## src/rtl/mem_responder.sv

```systemverilog
// mem_responder: unified word memory slave with a request/response handshake and WAIT_CYCLES wait states.
// Define MEM_BYTE_LANE_EN to add the req_byte input for LDRB/STRB byte-lane accesses.
module mem_responder #(
   parameter int ADDR_W      = 6,
   parameter int WAIT_CYCLES = 2
) (
   input  logic        clk,
   input  logic        reset,
   input  logic        req_valid,
   output logic        req_ready,
   input  logic        req_we,
   input  logic [31:0] req_addr,
   input  logic [31:0] req_wdata,
`ifdef MEM_BYTE_LANE_EN
   input  logic        req_byte,
`endif
   output logic        rsp_valid,
   output logic [31:0] rsp_rdata,
   output logic        rsp_err
);

   localparam int         DEPTH     = 2**ADDR_W;
   localparam logic [7:0] WAIT_INIT = 8'(WAIT_CYCLES);

   typedef enum logic [1:0] {S_IDLE, S_WAIT, S_RESP} state_t;

   state_t            state, state_nxt;
   logic [7:0]        cnt, cnt_nxt;
   logic              enter_resp;
   logic [31:0]       addr_q, wdata_q;
   logic              we_q;
   logic [31:0]       acc_addr, acc_wdata;
   logic              acc_we, acc_byte, acc_err;
   logic [ADDR_W-1:0] acc_idx;
   logic [1:0]        acc_lane;
   logic [31:0]       rd_word, rd_data, wr_word;
   logic [7:0]        rd_byte;
   logic [31:0]       mem [DEPTH];

   assign req_ready = (state == S_IDLE);
   assign rsp_valid = (state == S_RESP);

   // NOTE: every signal written here gets a default first so no latch is inferred.
   always_comb begin
      state_nxt  = state;
      cnt_nxt    = cnt;
      enter_resp = 1'b0;
      case (state)
         S_IDLE: if (req_valid) begin
            cnt_nxt = WAIT_INIT;
            if (WAIT_CYCLES == 0) begin
               state_nxt  = S_RESP;
               enter_resp = 1'b1;
            end else begin
               state_nxt = S_WAIT;
            end
         end
         S_WAIT: begin
            cnt_nxt = cnt - 8'd1;
            if (cnt == 8'd1) begin
               state_nxt  = S_RESP;
               enter_resp = 1'b1;
            end
         end
         S_RESP:  state_nxt = S_IDLE;
         default: state_nxt = S_IDLE;
      endcase
   end

   // With zero wait states the access happens on the acceptance edge, before the holding registers load.
   assign acc_addr  = (state == S_IDLE) ? req_addr  : addr_q;
   assign acc_wdata = (state == S_IDLE) ? req_wdata : wdata_q;
   assign acc_we    = (state == S_IDLE) ? req_we    : we_q;
`ifdef MEM_BYTE_LANE_EN
   logic byte_q;
   assign acc_byte  = (state == S_IDLE) ? req_byte  : byte_q;
   always_ff @(posedge clk or posedge reset) begin
      if (reset)                              byte_q <= 1'b0;
      else if (state == S_IDLE && req_valid) byte_q <= req_byte;
   end
`else
   assign acc_byte  = 1'b0;
`endif

   assign acc_idx  = acc_addr[ADDR_W+1:2];
   assign acc_lane = acc_addr[1:0];
   assign acc_err  = ((acc_lane != 2'd0) && !acc_byte) || (acc_addr[31:ADDR_W+2] != '0);

   assign rd_word = mem[acc_idx];
   assign rd_byte = rd_word[{acc_lane, 3'b000} +: 8];
   assign rd_data = acc_byte ? {24'h0, rd_byte} : rd_word;

   always_comb begin
      wr_word = acc_wdata;
      if (acc_byte) begin
         wr_word = rd_word;
         wr_word[{acc_lane, 3'b000} +: 8] = acc_wdata[7:0];
      end
   end

   // NOTE: the array has no reset; reset only returns control to IDLE and leaves contents intact.
   always_ff @(posedge clk) begin
      if (enter_resp && acc_we && !acc_err && !reset)
         mem[acc_idx] <= wr_word;
   end

   always_ff @(posedge clk or posedge reset) begin
      if (reset) begin
         state     <= S_IDLE;
         cnt       <= 8'd0;
         addr_q    <= 32'd0;
         wdata_q   <= 32'd0;
         we_q      <= 1'b0;
         rsp_rdata <= 32'd0;
         rsp_err   <= 1'b0;
      end else begin
         state <= state_nxt;
         cnt   <= cnt_nxt;
         if (state == S_IDLE && req_valid) begin
            addr_q  <= req_addr;
            wdata_q <= req_wdata;
            we_q    <= req_we;
         end
         if (enter_resp) begin
            rsp_err   <= acc_err;
            rsp_rdata <= acc_err ? 32'd0 : (acc_we ? acc_wdata : rd_data);
         end
      end
   end

endmodule

```

## config.mk

```make
export PLATFORM = sky130hd
export DESIGN_NAME = mem_responder
export DESIGN_NICKNAME = d
export VERILOG_FILES = /design/src/rtl/mem_responder.sv
export SDC_FILE = /design/constraint.sdc
export NUM_CORES = 2
export LEC_CHECK = 0
export CELL_PAD_IN_SITES_DETAIL_PLACEMENT = 1
export CELL_PAD_IN_SITES_GLOBAL_PLACEMENT = 1
export CORE_UTILIZATION = 40
export CTS_BUF_LIST = sky130_fd_sc_hd__clkbuf_4 sky130_fd_sc_hd__clkbuf_8 sky130_fd_sc_hd__clkbuf_16
export DETAILED_ROUTE_END_ITERATION = 7
export PLACE_DENSITY = 0.73
export SETUP_SLACK_MARGIN = 0.2
export SYNTH_ARGS = -nofsm -noshare
export SYNTH_HDL_FRONTEND = slang
export SYNTH_SLANG_ARGS = --single-unit
```

## constraint.sdc

```tcl
create_clock -name clk -period 5.7 [get_ports clk]
set_input_delay 1.14 -clock clk [delete_from_list [all_inputs] [get_ports clk]]
set_output_delay 1.14 -clock clk [all_outputs]
set_load 0.01 [all_outputs]
```

======== After elaboration in Yosys (flattened, before gate mapping) ========
Memory sizes are Yosys's and may differ from the RTL's.
Cells that the tools add are included.
word-level totals
  bits in registers ....................... 108
  logic and storage cells ................. 41
  memory bits (read-only) ................. 0
  memories kept ........................... 1
  input port bits ......................... 68
  bits in writable memories ............... 2048
  latch bits .............................. 0
memory list
  memory  depth  width  read ports  clocked after memory_dff  write ports  RTL line  RTL
  mem     64     32     1           0                         1            38        logic [31:0] mem [DEPTH];
operators by class
  magnitude comparators ................... 0
  reductions and logical operators ........ 13
  bitwise logic cells ..................... 0
  multipliers ............................. 0
  shifts and indexed selects .............. 0
  equal/unequal tests ..................... 5
  div/mod/pow operators ................... 0
  multiplexer cells ....................... 14
  add/subtract/negate cells ............... 1
operator list
  operator                                          number
  two-way mux 32 bit                                4
  nonzero test 24 bit                               1
  one-hot mux 8 bit (2 select lines)                1
  == test 8 x 1 -> 1 bit, second input constant     1
  two-way mux 8 bit                                 1
  subtractor 8 x 1 -> 8 bit, second input constant  1
  two-way mux 1 bit                                 5
  logical AND 1 bit                                 4
  two-way mux 2 bit                                 2
  inequality test 2 bit, second input constant      2
  one-hot mux 2 bit (2 select lines)                1
  AND reduction 2 bit                               2
  nonzero test 2 bit                                2
  == test 2 x 1 -> 1 bit, second input constant     1
  == test 2 bit, second input constant              1
  zero test 1 bit                                   2
  zero test 2 bit                                   1
  logical OR 1 bit                                  1

======== Logic depth before layout (Yosys ltp) ========
  word-level depth ........................ 9
  gate-level depth with buffers ........... 13
  gate-level depth less buffers ........... 9

======== Worst setup path before layout ========
Ideal clock, no wire load.
  kind .................................... in2reg
  start point ............................. input port req_addr[17]
  end point ............................... memory mem[0][0] (enable)
  data required time ...................... 5.279 ns
  data arrival time ....................... 4.352 ns
  setup slack ............................. 0.927 ns
  setup time .............................. 0.421 ns
  cell stages on the path ................. 9
  path through ............................ or4_1 nor4_1 nand4_1 a21oi_4 nand2_2 buf_2 or3_1 buf_2 nor2_1
between the ends
  cells in the longest elaborated chain, start to end .. 8
ends and longest elaborated chain
  what                                     RTL line  RTL
  from (decl)                              12        input logic [31:0] req_addr,
  two-way mux 32 bit                       71        assign acc_addr = (state == S_IDLE) ? req_addr : addr_q;
  nonzero test 24 bit                      87        assign acc_err = ((acc_lane != 2'd0) && !acc_byte) || (acc_addr[31:ADDR_W+2] != '0);
  logical OR 1 bit                         87
  zero test 1 bit                          103       if (enter_resp && acc_we && !acc_err && !reset)
  logical AND 1 bit (2 in a row)           103
  two-way mux 1 bit                        103
  two-way mux 1 bit (implied by the code)  104       mem[acc_idx] <= wr_word;
  to (decl)                                38
No other way between the ends.

======== Final worst setup path ========
  start point ............................. input port req_addr[3]
  end point ............................... register rsp_rdata[29]
between the ends
  cells in the longest elaborated chain, start to end .. 4
ends and longest elaborated chain
  what                             RTL line  RTL
  two-way mux 32 bit               71
  memory read (64 x 32 bit)        n/a
  two-way mux 32 bit (2 in a row)  126       rsp_rdata <= acc_err ? 32'd0 : (acc_we ? acc_wdata : rd_data);
  to (signal assigned)             126
  to (decl)                        18        output logic [31:0] rsp_rdata,
No other way between the ends.
A chain may end at the register's enable or synchronous reset.

==> metrics.json <==
{
  "status": {"value": "finished, violations left"},
  "violations": {"value": "design-rule violations, max-capacitance violations, max-slew violations"},
  "io-pin-count": {"value": 103},
  "placement.io_buffers": {"value": 102},
  "cts-resized-gates": {"value": 0},
  "synth_enable_flop_cells": {"value": 2048},
  "avgViaCountPerCell": {"value": 6.47},
  "clock_tree.htree_level_count": {"value": 4},
  "tightestPinTransition": {"value": 1.53, "unit": "ns"},
  "ys_seq_elements": {"value": 2156},
  "synth-warning-count": {"value": 0},
  "post-dp-hpwl": {"value": 173000, "unit": "um"},
  "yosysMostFrequentCell": {"value": "sky130_fd_sc_hd__edfxtp_1"},
  "final.fill_count": {"value": 19056},
  "final.setup.tns": {"value": 0, "unit": "ns"},
  "synth_compound_gate_area_share": {"value": 0.104},
  "timing.fmax": {"value": 178, "unit": "MHz"},
  "synthToLayoutAreaGrowth": {"value": 16.2, "unit": "%"},
  "cts_tree": {"value": "built"},
  "rsz_0062_raised_after_global_routing": {"value": "no"},
  "netlist.top_cell.by_area": {"value": "sky130_fd_sc_hd__edfxtp_1"},
  "power.density": {"value": 329, "unit": "nW/um2"},
  "synth_simple_gate_area_frac": {"value": 0.0718},
  "finalNetCount": {"value": 5482},
  "cts-root-to-sink-buffers": {"value": 3},
  "root_buffer_cell": {"value": "sky130_fd_sc_hd__clkbuf_16"},
  "crit_path_max_incr_delay": {"value": 1.16, "unit": "ns"},
  "synthMuxAreaShare": {"value": 0.00130},
  "synth.lib_cells_used.distinct": {"value": 59},
  "slew_headroom": {"value": -0.0272},
  "wl": {"value": 290000, "unit": "um"},
  "fin_crit": {"value": 5.61, "unit": "ns"},
  "synth_adder_area_share": {"value": 0.000313},
  "internal_power": {"value": 24.5, "unit": "mW"},
  "maxSlewViolCount": {"value": 2},
  "first_pass_grt_wire_length": {"value": 405000, "unit": "um"},
  "number_of_global_route_vias_before_repair": {"value": 53907},
  "power_frac_seq": {"value": 0.559},
  "postCtsSetupRepairBufs": {"value": 0},
  "post-route-drc-count": {"value": 1},
  "synth_async_sr_flop_share": {"value": 0.0501},
  "highest_net_fanout_along_the_worst_path": {"value": 36},
  "clkSlewWorstSetupHoldPaths": {"value": 0.07, "unit": "ns"},
  "cpMaxStageDelayCell": {"value": "sky130_fd_sc_hd__nor3_1"},
  "grt_antenna_before_repair": {"value": 22},
  "synth_top_area_frac": {"value": 0.769},
  "total_switching_power": {"value": 6.03, "unit": "mW"},
  "route.detailed.wl_per_inst": {"value": 35.3, "unit": "um"},
  "crit_path_start_kind": {"value": "primary input"},
  "power_leakage": {"value": 25.1, "unit": "nW"},
  "num_vias": {"value": 53332},
  "max_cap_viol_count": {"value": 1},
  "synth.top_cells.by_area": {"value": "sky130_fd_sc_hd__edfxtp_1, sky130_fd_sc_hd__o22ai_1, sky130_fd_sc_hd__dfrtp_1"},
  "syn_area_per_cell": {"value": 15.6, "unit": "um2"},
  "critPathCaptureType": {"value": "flop"},
  "cts_hold_buf": {"value": 0},
  "dominantRegCellSynth": {"value": "sky130_fd_sc_hd__edfxtp_1"},
  "die_area": {"value": 202000, "unit": "um2"},
  "worst_path_most_repeated_cell": {"value": "sky130_fd_sc_hd__o22ai_1"},
  "cts.sink_count": {"value": 2156},
  "crit_path_cell_trace": {"value": "clkdlybuf4s50_1 -> and3b_1 -> nand2_4 -> and2_4 -> buf_12 -> buf_4 -> o22ai_1 -> nor4_1 -> o22ai_1 -> nor3_1 -> a221o_1"},
  "worst_skew_late_latency": {"value": 0.87, "unit": "ns"},
  "setup_viol_count_final": {"value": 0},
  "share_comb_of_total_power": {"value": 0.003},
  "final_core_utilization": {"value": 0.469},
  "finalClockSkew": {"value": 0.0478, "unit": "ns"},
  "critical_path_required": {"value": 6.51, "unit": "ns"},
  "layout-drive-gt1-share": {"value": 0.142},
  "vdd_ir_drop_max": {"value": 0.345, "unit": "mV"},
  "hold_slack": {"value": 0.478, "unit": "ns"},
  "timing.critical_path.arrival": {"value": 6.42, "unit": "ns"},
  "timing_worst_setup_path_type": {"value": "in -> reg"},
  "hold_path_class": {"value": "reg -> reg"},
  "synth_xor_area_frac": {"value": 0},
  "power_share_of_the_clock_group": {"value": 0.438},
  "post_synth_instance_area": {"value": 79900, "unit": "um2"},
  "main_combinational_cell_family_by_area_after_synthesis": {"value": "compound AO/OA/AOI/OAI gates"},
  "std_cell_rows": {"value": 163},
  "remaining_global_route_overflow": {"value": 0},
  "netSwitchingFraction": {"value": 0.197},
  "drt-pass1-iter-count": {"value": 6},
  "setup_ws": {"value": 0.0920, "unit": "ns"},
  "post_synth_inst_count": {"value": 5135},
  "gp_routability_congestion": {"value": 0.944},
  "floorplan.core_area": {"value": 198000, "unit": "um2"},
  "syn_nets": {"value": 5205},
  "dieHeight": {"value": 449, "unit": "um"},
  "detailedRoute.firstIterationViolations": {"value": 7902},
  "die_w": {"value": 449, "unit": "um"},
  "ant_nets": {"value": 0},
  "finalHoldViolCount": {"value": 0},
  "seq_total_area_yosys": {"value": 0.803},
  "yosys-top-cells-count": {"value": "sky130_fd_sc_hd__edfxtp_1, sky130_fd_sc_hd__o22ai_1, sky130_fd_sc_hd__a21oi_1"},
  "clock_buffer_count_from_cts": {"value": 202},
  "global_route.usage.total": {"value": 0.281},
  "grt_start_max_net_pins": {"value": 86},
  "dp_slack": {"value": -0.0501, "unit": "ns"},
  "crit_share_post_route": {"value": 0.984},
  "start_util": {"value": 0.404}
}
-- path summary, 6_finish.rpt --
kind | endpoint | cells past startpoint | slack (ns) | from
worst max-delay path | rsp_rdata[29] | 11 | 0.09 | req_addr[3]
worst min-delay path | addr_q[8] | 2 | 0.48 | addr_q[8]
worst max register to register | rsp_rdata[29] | 10 | 0.16 | state[1]
worst min register to register | addr_q[8] | 2 | 0.48 | addr_q[8]
max in group asynchronous | addr_q[31] | 3 | 3.50 | reset
min in group asynchronous | rsp_rdata[3] | 2 | 1.28 | reset
-- stage by stage --
step           total power, mW  cells  instance area, um2
2_1_floorplan             17.4   5135               79900
3_3_place_gp              17.5   7848               86300
3_5_place_dp              17.5   7848               86300
4_1_cts                   30.6   8227               92800
5_1_grt                   31.1   8229               92900
6_report                  30.5   8239               92900
-- flip-flops by register name, summed over array words and instances (netlist names) --
name       cells
addr_q        32
wdata_q       32
cnt            8
rsp_rdata     32
state          2
we_q           1
mem         2048
rsp_err        1
-- worst max-delay path, delay by kind of cell --
family | cells | cell delay (ns)
AND/OR/NAND/NOR | 5 | 3.06
buffers and inverters | 3 | 1.36
AO/OA/AOI/OAI | 3 | 0.77
-- power by group through the flow --
stage          clock [mW]  combinational [mW]  sequential, mW
2_1_floorplan           0              0.0174            17.4
3_3_place_gp            0              0.0939            17.4
3_5_place_dp            0              0.0938            17.4
4_1_cts              13.4              0.0951            17.1
5_1_grt              13.9              0.0999            17.1
6_report             13.4              0.0955            17.1
-- final cells by class --
cell class              count  area, um2  area share
flip-flops and latches   2156      64200       0.691
multi-input cells        2634      14900       0.161
clock buffers             265       5600      0.0603
repair buffers            412       3890      0.0418
well taps                2640       3300      0.0356
clock inverters           114        921     0.00991
diodes                     12       30.0    0.000323
inverters                   6       25.0    0.000269
-- per-layer routing --
layer  up-vias  GRT usage  routed length, um
li1      21060          -                  -
met1     27453      0.352             101000
met2      3965      0.433             132000
met3       850     0.0758              36300
met4         4      0.176              20200
met5         -          0                 27
-- cell usage in the layout, fill, tap and decap left out, types with 7 or more instances in the layout --
master,count
sky130_fd_sc_hd__clkbuf_16,205
sky130_fd_sc_hd__clkbuf_4,57
sky130_fd_sc_hd__o22ai_1,723
sky130_fd_sc_hd__buf_12,43
sky130_fd_sc_hd__clkdlybuf4s50_1,102
sky130_fd_sc_hd__nand2_2,31
sky130_fd_sc_hd__clkinv_1,43
sky130_fd_sc_hd__a32oi_1,7
sky130_fd_sc_hd__nand3_1,20
sky130_fd_sc_hd__o22a_1,28
sky130_fd_sc_hd__nor3_1,135
sky130_fd_sc_hd__nor2_4,66
sky130_fd_sc_hd__o21ai_0,63
sky130_fd_sc_hd__or3_1,15
sky130_fd_sc_hd__nor2_1,327
sky130_fd_sc_hd__a31oi_1,8
sky130_fd_sc_hd__buf_4,267
sky130_fd_sc_hd__or4_1,11
sky130_fd_sc_hd__diode_2,12
sky130_fd_sc_hd__clkinvlp_4,10
sky130_fd_sc_hd__nor4_1,256
sky130_fd_sc_hd__mux2i_1,7
sky130_fd_sc_hd__a221o_1,26
sky130_fd_sc_hd__nand2_1,322
sky130_fd_sc_hd__dfrtp_1,108
sky130_fd_sc_hd__edfxtp_1,2048
sky130_fd_sc_hd__clkinv_2,40
sky130_fd_sc_hd__nand2_4,18
sky130_fd_sc_hd__bufinv_16,10
sky130_fd_sc_hd__o221ai_1,14
sky130_fd_sc_hd__a21oi_1,472
-- logic make-up (layout without fill, tap and decap cells) --
family | after synthesis | count (layout)
other | 0 | 12
buffers and inverters | 345 | 797
AOI/OAI and AO/OA | 1381 | 1381
adders and majority gates | 2 | 2
and+or+nand+nor | 1241 | 1241
DFF | 2156 | 2156
muxes | 10 | 10
(Power assumes the default switching activity.)
